**config.mk**
```make
export PLATFORM = sky130hd
export DESIGN_NAME = rom_arbiter_rr
export DESIGN_NICKNAME = d
export VERILOG_FILES = /design/src/rtl/rom_arbiter_rr.sv
export SDC_FILE = /design/constraint.sdc
export NUM_CORES = 1
export LEC_CHECK = 0
export ABC_AREA = 1
export BUFFER_PORTS_ARGS = -buffer_cell sky130_fd_sc_hd__buf_2
export CORE_UTILIZATION = 40
export DETAILED_ROUTE_END_ITERATION = 8
export GPL_TIMING_DRIVEN = 0
export PLACE_DENSITY = 0.77
export SLEW_MARGIN = 20
export SYNTH_ARGS = -nofsm -noshare
export SYNTH_HDL_FRONTEND = slang
export SYNTH_SLANG_ARGS = --single-unit
```
**constraint.sdc**
```tcl
create_clock -name clk -period 3.26 [get_ports clk]
set_input_delay 0.489 -clock clk [delete_from_list [all_inputs] [get_ports clk]]
set_output_delay 0.489 -clock clk [all_outputs]
set_load 0.01 [all_outputs]
```
**src/rtl/rom_arbiter_rr.sv**
```systemverilog
// 4-port round-robin ROM read arbiter with burst lock and per-port data-valid return pipe.
// Latency: grant/accept combinational; dvalidN exactly RD_LATENCY cycles after acceptN.
// Backpressure: mem_accept=0 stalls all ports; requests stay pending.
// Optional fixed-port preemption when ROM_ARB_PREEMPT_EN is defined.
module rom_arbiter_rr #(
    parameter int ADDR_WIDTH = 10,
    parameter int DATA_WIDTH = 32,
    parameter int RD_LATENCY = 1,
    parameter int MAX_BURST  = 4
) (
    input  logic                  clk,
    input  logic                  rst_b,
    input  logic                  rd0,
    input  logic                  rd1,
    input  logic                  rd2,
    input  logic                  rd3,
    input  logic [ADDR_WIDTH-1:0] addr0,
    input  logic [ADDR_WIDTH-1:0] addr1,
    input  logic [ADDR_WIDTH-1:0] addr2,
    input  logic [ADDR_WIDTH-1:0] addr3,
    output logic                  accept0,
    output logic                  accept1,
    output logic                  accept2,
    output logic                  accept3,
    output logic                  dvalid0,
    output logic                  dvalid1,
    output logic                  dvalid2,
    output logic                  dvalid3,
    output logic [DATA_WIDTH-1:0] data,
    output logic                  mem_rd,
    output logic [ADDR_WIDTH-1:0] mem_addr,
`ifdef ROM_ARB_PREEMPT_EN
    input  logic                  preempt_en,
    input  logic [1:0]            preempt_port,
`endif
    input  logic                  mem_accept,
    input  logic [DATA_WIDTH-1:0] mem_d4rd
);

    localparam logic [3:0] MAXB = 4'(MAX_BURST);

    logic [3:0]            req;
    logic [ADDR_WIDTH-1:0] addr_arr [4];

    logic [1:0] ptr_q, ptr_d;
    logic [1:0] owner_q, owner_d;
    logic [3:0] cnt_q, cnt_d;
    logic [3:0] cnt_nx;

    logic       lock_hit;
    logic       rr_vld;
    logic [1:0] rr_id;
    logic       pre_hit;
    logic [1:0] pre_port;
    logic       grant_vld;
    logic [1:0] grant_id;
    logic       acc_any;
    logic [3:0] acc_vec;

    logic [RD_LATENCY-1:0] tag_v_q;
    logic [1:0]            tag_id_q [RD_LATENCY];

    assign req         = {rd3, rd2, rd1, rd0};
    assign addr_arr[0] = addr0;
    assign addr_arr[1] = addr1;
    assign addr_arr[2] = addr2;
    assign addr_arr[3] = addr3;

`ifdef ROM_ARB_PREEMPT_EN
    assign pre_hit  = preempt_en & req[preempt_port];
    assign pre_port = preempt_port;
`else
    assign pre_hit  = 1'b0;
    assign pre_port = 2'd0;
`endif

    assign lock_hit = (cnt_q != 4'd0) && req[owner_q];

    // Circular search from ptr: walk offsets high to low so the nearest requester wins.
    always_comb begin
        rr_vld = 1'b0;
        rr_id  = ptr_q;
        for (int k = 3; k >= 0; k--) begin
            if (req[ptr_q + 2'(k)]) begin
                rr_vld = 1'b1;
                rr_id  = ptr_q + 2'(k);
            end
        end
    end

    always_comb begin
        grant_vld = rr_vld;
        grant_id  = rr_id;
        if (pre_hit) begin
            grant_vld = 1'b1;
            grant_id  = pre_port;
        end else if (lock_hit) begin
            grant_vld = 1'b1;
            grant_id  = owner_q;
        end
    end

    assign mem_rd   = |req;
    assign mem_addr = grant_vld ? addr_arr[grant_id] : '0;
    assign acc_any  = rst_b & mem_accept & mem_rd & grant_vld;

    always_comb begin
        acc_vec = 4'b0000;
        if (acc_any) acc_vec[grant_id] = 1'b1;
    end

    assign accept0 = acc_vec[0];
    assign accept1 = acc_vec[1];
    assign accept2 = acc_vec[2];
    assign accept3 = acc_vec[3];

    // Release first; a same-cycle accept then overrides owner/count as needed.
    always_comb begin
        ptr_d   = ptr_q;
        owner_d = owner_q;
        cnt_d   = cnt_q;
        cnt_nx  = 4'd1;
        if ((cnt_q != 4'd0) && !req[owner_q]) begin
            cnt_d = 4'd0;
            ptr_d = owner_q + 2'd1;
        end
        if (acc_any && !pre_hit) begin
            if ((cnt_q == 4'd0) || (owner_q != grant_id)) cnt_nx = 4'd1;
            else                                          cnt_nx = cnt_q + 4'd1;
            owner_d = grant_id;
            if (cnt_nx == MAXB) begin
                cnt_d = 4'd0;
                ptr_d = grant_id + 2'd1;
            end else begin
                cnt_d = cnt_nx;
            end
        end
    end

    always_ff @(posedge clk or negedge rst_b) begin
        if (!rst_b) begin
            ptr_q   <= 2'd0;
            owner_q <= 2'd0;
            cnt_q   <= 4'd0;
        end else begin
            ptr_q   <= ptr_d;
            owner_q <= owner_d;
            cnt_q   <= cnt_d;
        end
    end

    always_ff @(posedge clk or negedge rst_b) begin
        if (!rst_b) begin
            tag_v_q <= '0;
            for (int i = 0; i < RD_LATENCY; i++) tag_id_q[i] <= 2'd0;
        end else begin
            tag_v_q[0]  <= acc_any;
            tag_id_q[0] <= grant_id;
            for (int i = 1; i < RD_LATENCY; i++) begin
                tag_v_q[i]  <= tag_v_q[i-1];
                tag_id_q[i] <= tag_id_q[i-1];
            end
        end
    end

    assign dvalid0 = rst_b & tag_v_q[RD_LATENCY-1] & (tag_id_q[RD_LATENCY-1] == 2'd0);
    assign dvalid1 = rst_b & tag_v_q[RD_LATENCY-1] & (tag_id_q[RD_LATENCY-1] == 2'd1);
    assign dvalid2 = rst_b & tag_v_q[RD_LATENCY-1] & (tag_id_q[RD_LATENCY-1] == 2'd2);
    assign dvalid3 = rst_b & tag_v_q[RD_LATENCY-1] & (tag_id_q[RD_LATENCY-1] == 2'd3);

    assign data = mem_d4rd;

endmodule
```
# Word level (Yosys, flattened, before mapping)
# Cells that the tools add are included.
word_totals:
  memories: 0
  reg_bits: 11
  elab_cells: 78
  romBits: 0
  latchBits: 0
  input_bits: 79
  mem_bits_rw: 0
  output_inout_bits: 51
op_classes:
  eq_ne: 5
  shifts: 0
  bitwise_logic: 9
  n_addsub: 6
  n_div: 0
  muxes: 35
  mul: 0
  n_lt_le_gt_ge: 8
  reduce_logical: 10
op_table:
  columns: ["op", "count"]
  rows:
  - ["10-bit 2-to-1 mux", 3]
  - ["4-bit 2-to-1 mux", 6]
  - ["10-bit binary-select mux with 2-bit select", 1]
  - ["2-bit by 3-bit less-than comparator with 1-bit output, second input constant", 6]
  - ["2-bit 2-to-1 mux", 8]
  - ["1-bit 2-to-1 mux", 11]
  - ["1-bit binary-select mux with 2-bit select", 5]
  - ["1-bit bitwise AND", 8]
  - ["2-bit by 1-bit adder with 2-bit output, second input constant", 3]
  - ["2-bit adder, second input constant", 2]
  - ["4-bit by 1-bit adder with 4-bit output, second input constant", 1]
  - ["2-bit equality test, second input constant", 2]
  - ["4-bit by 3-bit equality test with 1-bit output, second input constant", 1]
  - ["4-bit logical NOT", 1]
  - ["4-bit nonzero test", 1]
  - ["4-bit OR reduction", 1]
  - ["3-bit >= comparator, second input constant", 1]
  - ["1-bit logical AND", 3]
  - ["2-bit NOT with 3-bit output", 1]
  - ["1-bit demux with 2-bit select", 1]
  - ["2-bit by 1-bit equality test with 1-bit output, second input constant", 1]
  - ["2-bit by 1-bit >= comparator with 1-bit output, second input constant", 1]
  - ["2-bit logical NOT", 1]
  - ["2-bit != test", 1]
  - ["other kinds (3)", 3]

# Longest topological paths before layout
# Gate-level depths: netlist (run 1).
logic_depth:
  depth_word: 15
  depth_mapped: 19
  ltp_nobuf: 18

# Worst setup path before layout (run 1)
# Ideal clock, no wire load.
synth_timing:
  path_kind: "register to output"
  from: "register cnt_q[0]"
  to: "output port mem_addr[0]"
  path_slack_ns: 0.994
  required_ns: 2.771
  path_stages_with_launch: 14
  n_path_buf: 1
  arrival_time_ns: 1.777
  cell_sequence: "dfrtp_1 -> inv_1 -> ha_1 -> nand3_1 -> nand2_4 -> inv_2 -> nor2_2 -> nand2_2 -> nand2_2 -> inv_1 -> buf_2 -> nor2_1 -> o21ai_0 -> a21oi_1"
synth_via:
  elab_chain_len: 8
  word_cells_on_any_way: 9
  cone_classes: "6 x mux; 1 x bitwise; 2 x reduce/logical"
synth_lines:
  columns: ["element", "line", "text"]
  rows:
  - ["from (decl)", "47", "logic [3:0] cnt_q, cnt_d;"]
  - ["from (signal assigned)", "148", "cnt_q <= cnt_d;"]
  - ["4-bit nonzero test (*)", "77", "assign lock_hit = (cnt_q != 4'd0) && req[owner_q];"]
  - ["1-bit logical AND (*)", "77", null]
  - ["2-bit 2-to-1 mux", "97", "end else if (lock_hit) begin"]
  - ["2-bit NOT with 3-bit output (implied by the code)", "104", "assign mem_addr = grant_vld ? addr_arr[grant_id] : '0;"]
  - ["10-bit binary-select mux with 2-bit select", "104", null]
  - ["10-bit 2-to-1 mux (implied by the code) (2 in series)", "104", null]
  - ["10-bit 2-to-1 mux (*)", "104", null]
  - ["to (decl)", "31", "output logic [ADDR_WIDTH-1:0] mem_addr,"]
# Mark *: on every way between the ends. The rest lies on a longest branch, timed or not. The select of a mux whose other input is x is not followed.

# Worst setup path in the final report (run 1)
layout_timing:
  from: "register cnt_q[0]"
  to: "output port mem_addr[1]"
# The elaborated chain is that of the path after synthesis.

==> results of run 1 <==
## logic make-up (layout without fill, tap and decap cells)
kind of cell	Yosys count	after routing
AOI/OAI and AO/OA	44	44
xor gates and xnor gates	2	2
DFF	11	11
adders and majority gates	6	6
buffers and inverters	74	175
and+or+nand+nor	138	138
## per-layer routing
layer | part of all wire [%] | wire length, um
met2 | 53 | 2353
met1 | 42 | 1856
met3 | 4.5 | 199
met4 | 1.1 | 51
met5 | 0 | 0
## power groups by stage
stage               registers [uW]  clock network (uW)  logic, uW
floorplan                      224                   0       1570
global placement               234                   0       2060
detailed placement             236                   0       2120
CTS                            234                 137       2130
global route                   241                 142       2430
finish                         234                 138       2110
## through the flow
stage          util [%]  hold WS (ns)
6_report          56.46        0.1137
3_5_place_dp      55.33        0.3769
3_3_place_gp      55.33        0.3770
5_1_grt           56.46        0.1384
2_1_floorplan         -        0.1934
4_1_cts           56.46        0.1246
## worst max-delay path, delay by kind of cell, from the launching register on
family / cells / cell delay [ns]
simple gates: 6 / 0.76
fa+ha+maj: 1 / 0.16
flops: 1 / 0.43
compound gates: 2 / 0.24
buf+inv: 5 / 0.56
## sequential cells by signal, summed over array words and instances (netlist names)
register / flops
tag_id_q: 2
owner_q: 2
ptr_q: 2
tag_v_q: 1
cnt_q: 4
## cell usage after synthesis
cell type / number
a21oi_1: 11
buf_2: 4
buf_4: 32
buf_6: 4
clkbuf_1: 1
clkinv_1: 1
dfrtp_1: 11
ha_1: 6
inv_1: 28
inv_2: 3
inv_8: 1
nand2_1: 44
nand2_2: 17
nand2_4: 1
nand3_1: 12
nand3_2: 4
nand4_1: 1
nor2_1: 51
nor2_2: 2
nor2_4: 1
nor3_1: 4
nor4_1: 1
o211ai_1: 1
o21ai_0: 18
o21ai_1: 11
o22ai_1: 3
xor2_1: 2
## cell type report
class                      count  area share [%]
multi-input combinational    190           42.05
timing repair buffer          97           21.50
buffer                        41           13.68
sequential                    11           12.19
inverter                      33           5.817
tap                           50           2.770
clock buffer                   4           1.994
## worst max-delay path by stage
stage,from,end
floorplan,cnt_q[0],mem_addr[0]
global placement,rd1,mem_addr[8]
detailed placement,rd1,mem_addr[1]
CTS,cnt_q[0],mem_addr[1]
global route,cnt_q[0],mem_addr[1]
finish,cnt_q[0],mem_addr[1]
==> flow_summary.ini, run 1 <==
[status]
status = completed

[cells_and_area]
finalNonFillerCells = 426
n_fill_cell = 391
regArea_sq_um = 275.3
layout_common_cells = buf_2, nor2_1, nand2_1
final_common_cell = buf_2
fin_area_sq_um = 2258
diodes = 0
multi_input_area_sq_um = 949.7
final_nets = 462
drive_above_1_share_pct = 44.95
area_delta_synth_final_pct = 35.61

[sta]
setup-violations-final = 0
rsz0062_at_grt = no
setup-tns-final_ns = 0
max_slew_margin_pct = 67.66
worstMarginPinSlew_ns = 0.4851
skew_ns = 0.008566
layout_min_cycle_time_ns = 2.876
max_freq_ghz = 0.3478
hold_violations = 0
fin_crit_sh_pct = 88.21
maxSlewViolCount = 0
setup_slack_ns = 0.3844

[synth]
synth_area_sq_um = 1665
synth_cells = 275
synth-xor-area-share_pct = 1.052
ys_seq_elements = 11
synthAdderAreaFrac_pct = 4.508
ys_warn_count = 0
synth-compound-area-share_pct = 13.60
synth_nets = 360
syn_area_per_cell_sq_um = 6.056
ys_seq_area_share_pct = 16.53
synthSimpleGateAreaFrac_pct = 37.87
synth_top_area_share_pct = 16.53
synth.distinct_cells = 27
synth_top_family_by_area = simple AND/OR/NAND/NOR gates
synthMuxAreaShare_pct = 0
yosys.area.top_type = dfrtp_1
ys_top_cells_by_area = dfrtp_1, buf_4, nor2_1, nand2_1, nand2_2

[power_and_ir_drop]
p_leak_uw = 0.001316
p_sw_share_pct = 56.44
ir_drop_mv = 0.9469
pwr-share-seq_pct = 9.4
p_comb_share_pct = 85.0
power.switching_uw = 1403
p_int_uw = 1083
p_per_area_nw_per_um2 = 1101
p_clk_share_pct = 5.6
power_uw = 2485

[clock_network]
cts_tree = done
htree_levels = 1
cts_resized = 0
root_buffer = clkbuf_8
clockBufferDepth = 2
postCtsSetupBuffers = 0
clk_pin_slew_ns = 0.05
insertion_delay_ns = 0.24
numCtsBuffers = 3
cts_hold_buf = 0
clock_sink_count = 11

[min_path]
hold_path_class = in -> async

[global_route]
antenna_found_initial = 0
grt_usage_pct = 20.90
use_met2_pct = 40.69
grt_pass1_vias = 1810
grt_pass1_wl_um = 7251
top_usage_layer = met2
grt_max_degree = 14
use_met3_pct = 2.055
gr-total-overflow = 0
use_met1_pct = 23.12

[floorplanning]
die_h_um = 66.53
placementRows = 23
floorplan.core_area_sq_um = 4000
dieArea_sq_um = 4426
initial_core_util_pct = 41.63
ios = 130
die_w_um = 66.53

[drt]
routedWlPerCell_um = 10.47
postRouteAntennaNets = 0
vias = 2005
drt_iter0_drc = 53
vias_per_cell = 4.707
totalWireLength_um = 4462
first_pass_iters = 5
post-route-drc-count = 0

[place]
dp_cells = 422
numPortBuffers = 97
place_area_sq_um = 2213
place_congestion = 0.8020
dp.final_hpwl_um = 3640
place_ws_ns = 0.6079

[worst_setup_path]
critPathArrivalTime_ns = 2.39
crit_path_top_delay_cell = dfrtp_1
critPathCaptureType = primary output
r2r-end = ptr_q[1]
timing.rr.start = cnt_q[0]
path_class = reg -> out
critPathLaunchType = flip-flop
regToRegSetupSlack_ns = 1.11
r2r_cells = 12
cp_data_required_time_ns = 2.77
crit_path_max_fanout = 11
cp_cell_sequence = inv_1 > ha_1 > nand3_1 > nand2_4 > inv_2 > nor2_2 > nand2_2 > nand2_2 > inv_1 > buf_2 > nor2_1 > o21ai_1 > a21oi_1 > buf_2
slowest_delay_ns = 0.43

[job]
cap_violations = 0
Note: power is estimated with default switching activity, not from simulation.
==> run 2, diff against run 1 <==
==> constraint.sdc (replaced) <==
create_clock -name clk -period 3.26 [get_ports clk]
set_input_delay 0.326 -clock clk [delete_from_list [all_inputs] [get_ports clk]]
set_output_delay 0.326 -clock clk [all_outputs]
set_load 0.01 [all_outputs]
==> flow_summary.ini, run 2 (synthesized netlist as in run 1, its figures left out) <==
[status]
status = completed

[floorplanning]
floorplan.core_area_sq_um = 4000
die_h_um = 66.53
die_w_um = 66.53
ios = 130
placementRows = 23
initial_core_util_pct = 41.63
dieArea_sq_um = 4426

[worst_setup_path]
critPathLaunchType = flip-flop
critPathArrivalTime_ns = 2.39
regToRegSetupSlack_ns = 1.11
path_class = reg -> out
crit_path_max_fanout = 11
critPathCaptureType = primary output
cp_data_required_time_ns = 2.93

[job]
cap_violations = 0

[drt]
post-route-drc-count = 0
totalWireLength_um = 4476
postRouteAntennaNets = 0
drt_iter0_drc = 57
vias = 2026
first_pass_iters = 4
routedWlPerCell_um = 10.48
vias_per_cell = 4.745

[cells_and_area]
final_common_cell = buf_2
largest_register_ffs = 4
top_register = cnt_q
layout_common_cells = buf_2, nor2_1, nand2_1
drive_above_1_share_pct = 44.83
final_nets = 463
fin_util_pct = 56.71
n_fill_cell = 389
area_delta_synth_final_pct = 36.21
diodes = 0
fin_area_sq_um = 2268

[global_route]
antenna_found_initial = 0
use_met3_pct = 2.397
use_met1_pct = 23.12
grt_pass1_vias = 1819
top_usage_layer = met2
grt_usage_pct = 21.04
gr-total-overflow = 0
use_met2_pct = 40.82
grt_pass1_wl_um = 7307
grt_max_degree = 14

[min_path]
hold_path_class = in -> async

[power_and_ir_drop]
p_leak_uw = 0.001321
p_clk_share_pct = 5.6
p_sw_share_pct = 56.41
power_uw = 2486
p_comb_share_pct = 85.0
pwr-share-seq_pct = 9.4
ir_drop_mv = 0.9474
p_int_uw = 1084
power.switching_uw = 1403
p_per_area_nw_per_um2 = 1096

[clock_network]
clk_pin_slew_ns = 0.05
cts_resized = 0
clockBufferDepth = 2
clock_sink_count = 11
insertion_delay_ns = 0.24
numCtsBuffers = 3
htree_levels = 1
root_buffer = clkbuf_8
cts_tree = done

[place]
place_congestion = 0.8020
place_ws_ns = 0.8067
place_area_sq_um = 2213
numPortBuffers = 97
dp.final_hpwl_um = 3640

[sta]
rsz0062_at_grt = no
setup-tns-final_ns = 0
max_slew_margin_pct = 66.80
skew_ns = 0.007231
maxSlewViolCount = 0
layout_min_cycle_time_ns = 2.712
fin_crit_sh_pct = 83.19
setup_slack_ns = 0.5481
max_freq_ghz = 0.3687
setup-violations-final = 0
hold_violations = 0
worstMarginPinSlew_ns = 0.4927
-- run 2: metal layers --
| metal | vias up | part of all wire [%] |
|---|---|---|
| met2 | 74 | 52 |
| met4 | 0 | 1.6 |
| met5 | - | 0 |
| li1 | 1039 | - |
| met3 | 8 | 4.8 |
| met1 | 905 | 41 |
-- run 2: final timing paths --
| path | endpoint | cells past startpoint | start |
|---|---|---|---|
| worst max-delay path | mem_addr[1] | 14 | cnt_q[0] |
| worst min-delay path | cnt_q[2] | 2 | rst_b |
| worst max register to register | ptr_q[1] | 12 | cnt_q[0] |
| worst min register to register | cnt_q[3] | 2 | cnt_q[3] |
| max in group asynchronous | cnt_q[3] | 2 | rst_b |
| min in group clk | cnt_q[3] | 2 | cnt_q[3] |
-- run 2: power groups by stage --
| stage | Clock (uW) | Combinational [uW] | Sequential [uW] |
|---|---|---|---|
| after floorplan | 0 | 1570 | 224 |
| after global routing | 142 | 2430 | 241 |
| after detailed placement | 0 | 2120 | 236 |
| final | 139 | 2110 | 234 |
| after global placement | 0 | 2060 | 234 |
| after CTS | 137 | 2130 | 234 |
-- run 2: what timing repair did --
item,CTS,global route
buffers inserted,0,0
hold buffers,1,0
endpoints found under the hold margin,11,0
-- run 2: area by class of cell --
type | instances | area [sq um] | share of cell area (%)
flip-flops and latches | 11 | 275.3 | 12.13
plain buffers | 41 | 309.0 | 13.62
multi-input cells | 190 | 949.7 | 41.86
clock buffers | 4 | 45.04 | 1.986
inverters | 33 | 131.4 | 5.791
repair buffers | 98 | 495.5 | 21.84
well taps | 50 | 62.56 | 2.758
-- run 2: stage by stage --
| stage | std cells | hold WS (ns) |
|---|---|---|
| floorplan | 275 | 0.03041 |
| global placement | 422 | 0.2140 |
| detailed placement | 422 | 0.2139 |
| CTS | 427 | 0.5023 |
| global route | 427 | 0.5485 |
| finish | 427 | 0.4970 |
-- run 2: critical path: stages (launching register included) --
cell and delay [ns]:
dfrtp_1 0.43, inv_1 0.10, ha_1 0.16, nand3_1 0.20, nand2_4 0.16, inv_2 0.05
nor2_2 0.08, nand2_2 0.07, nand2_2 0.10, inv_1 0.06, buf_2 0.19, nor2_1 0.15
o21ai_1 0.09, a21oi_1 0.15, buf_2 0.15
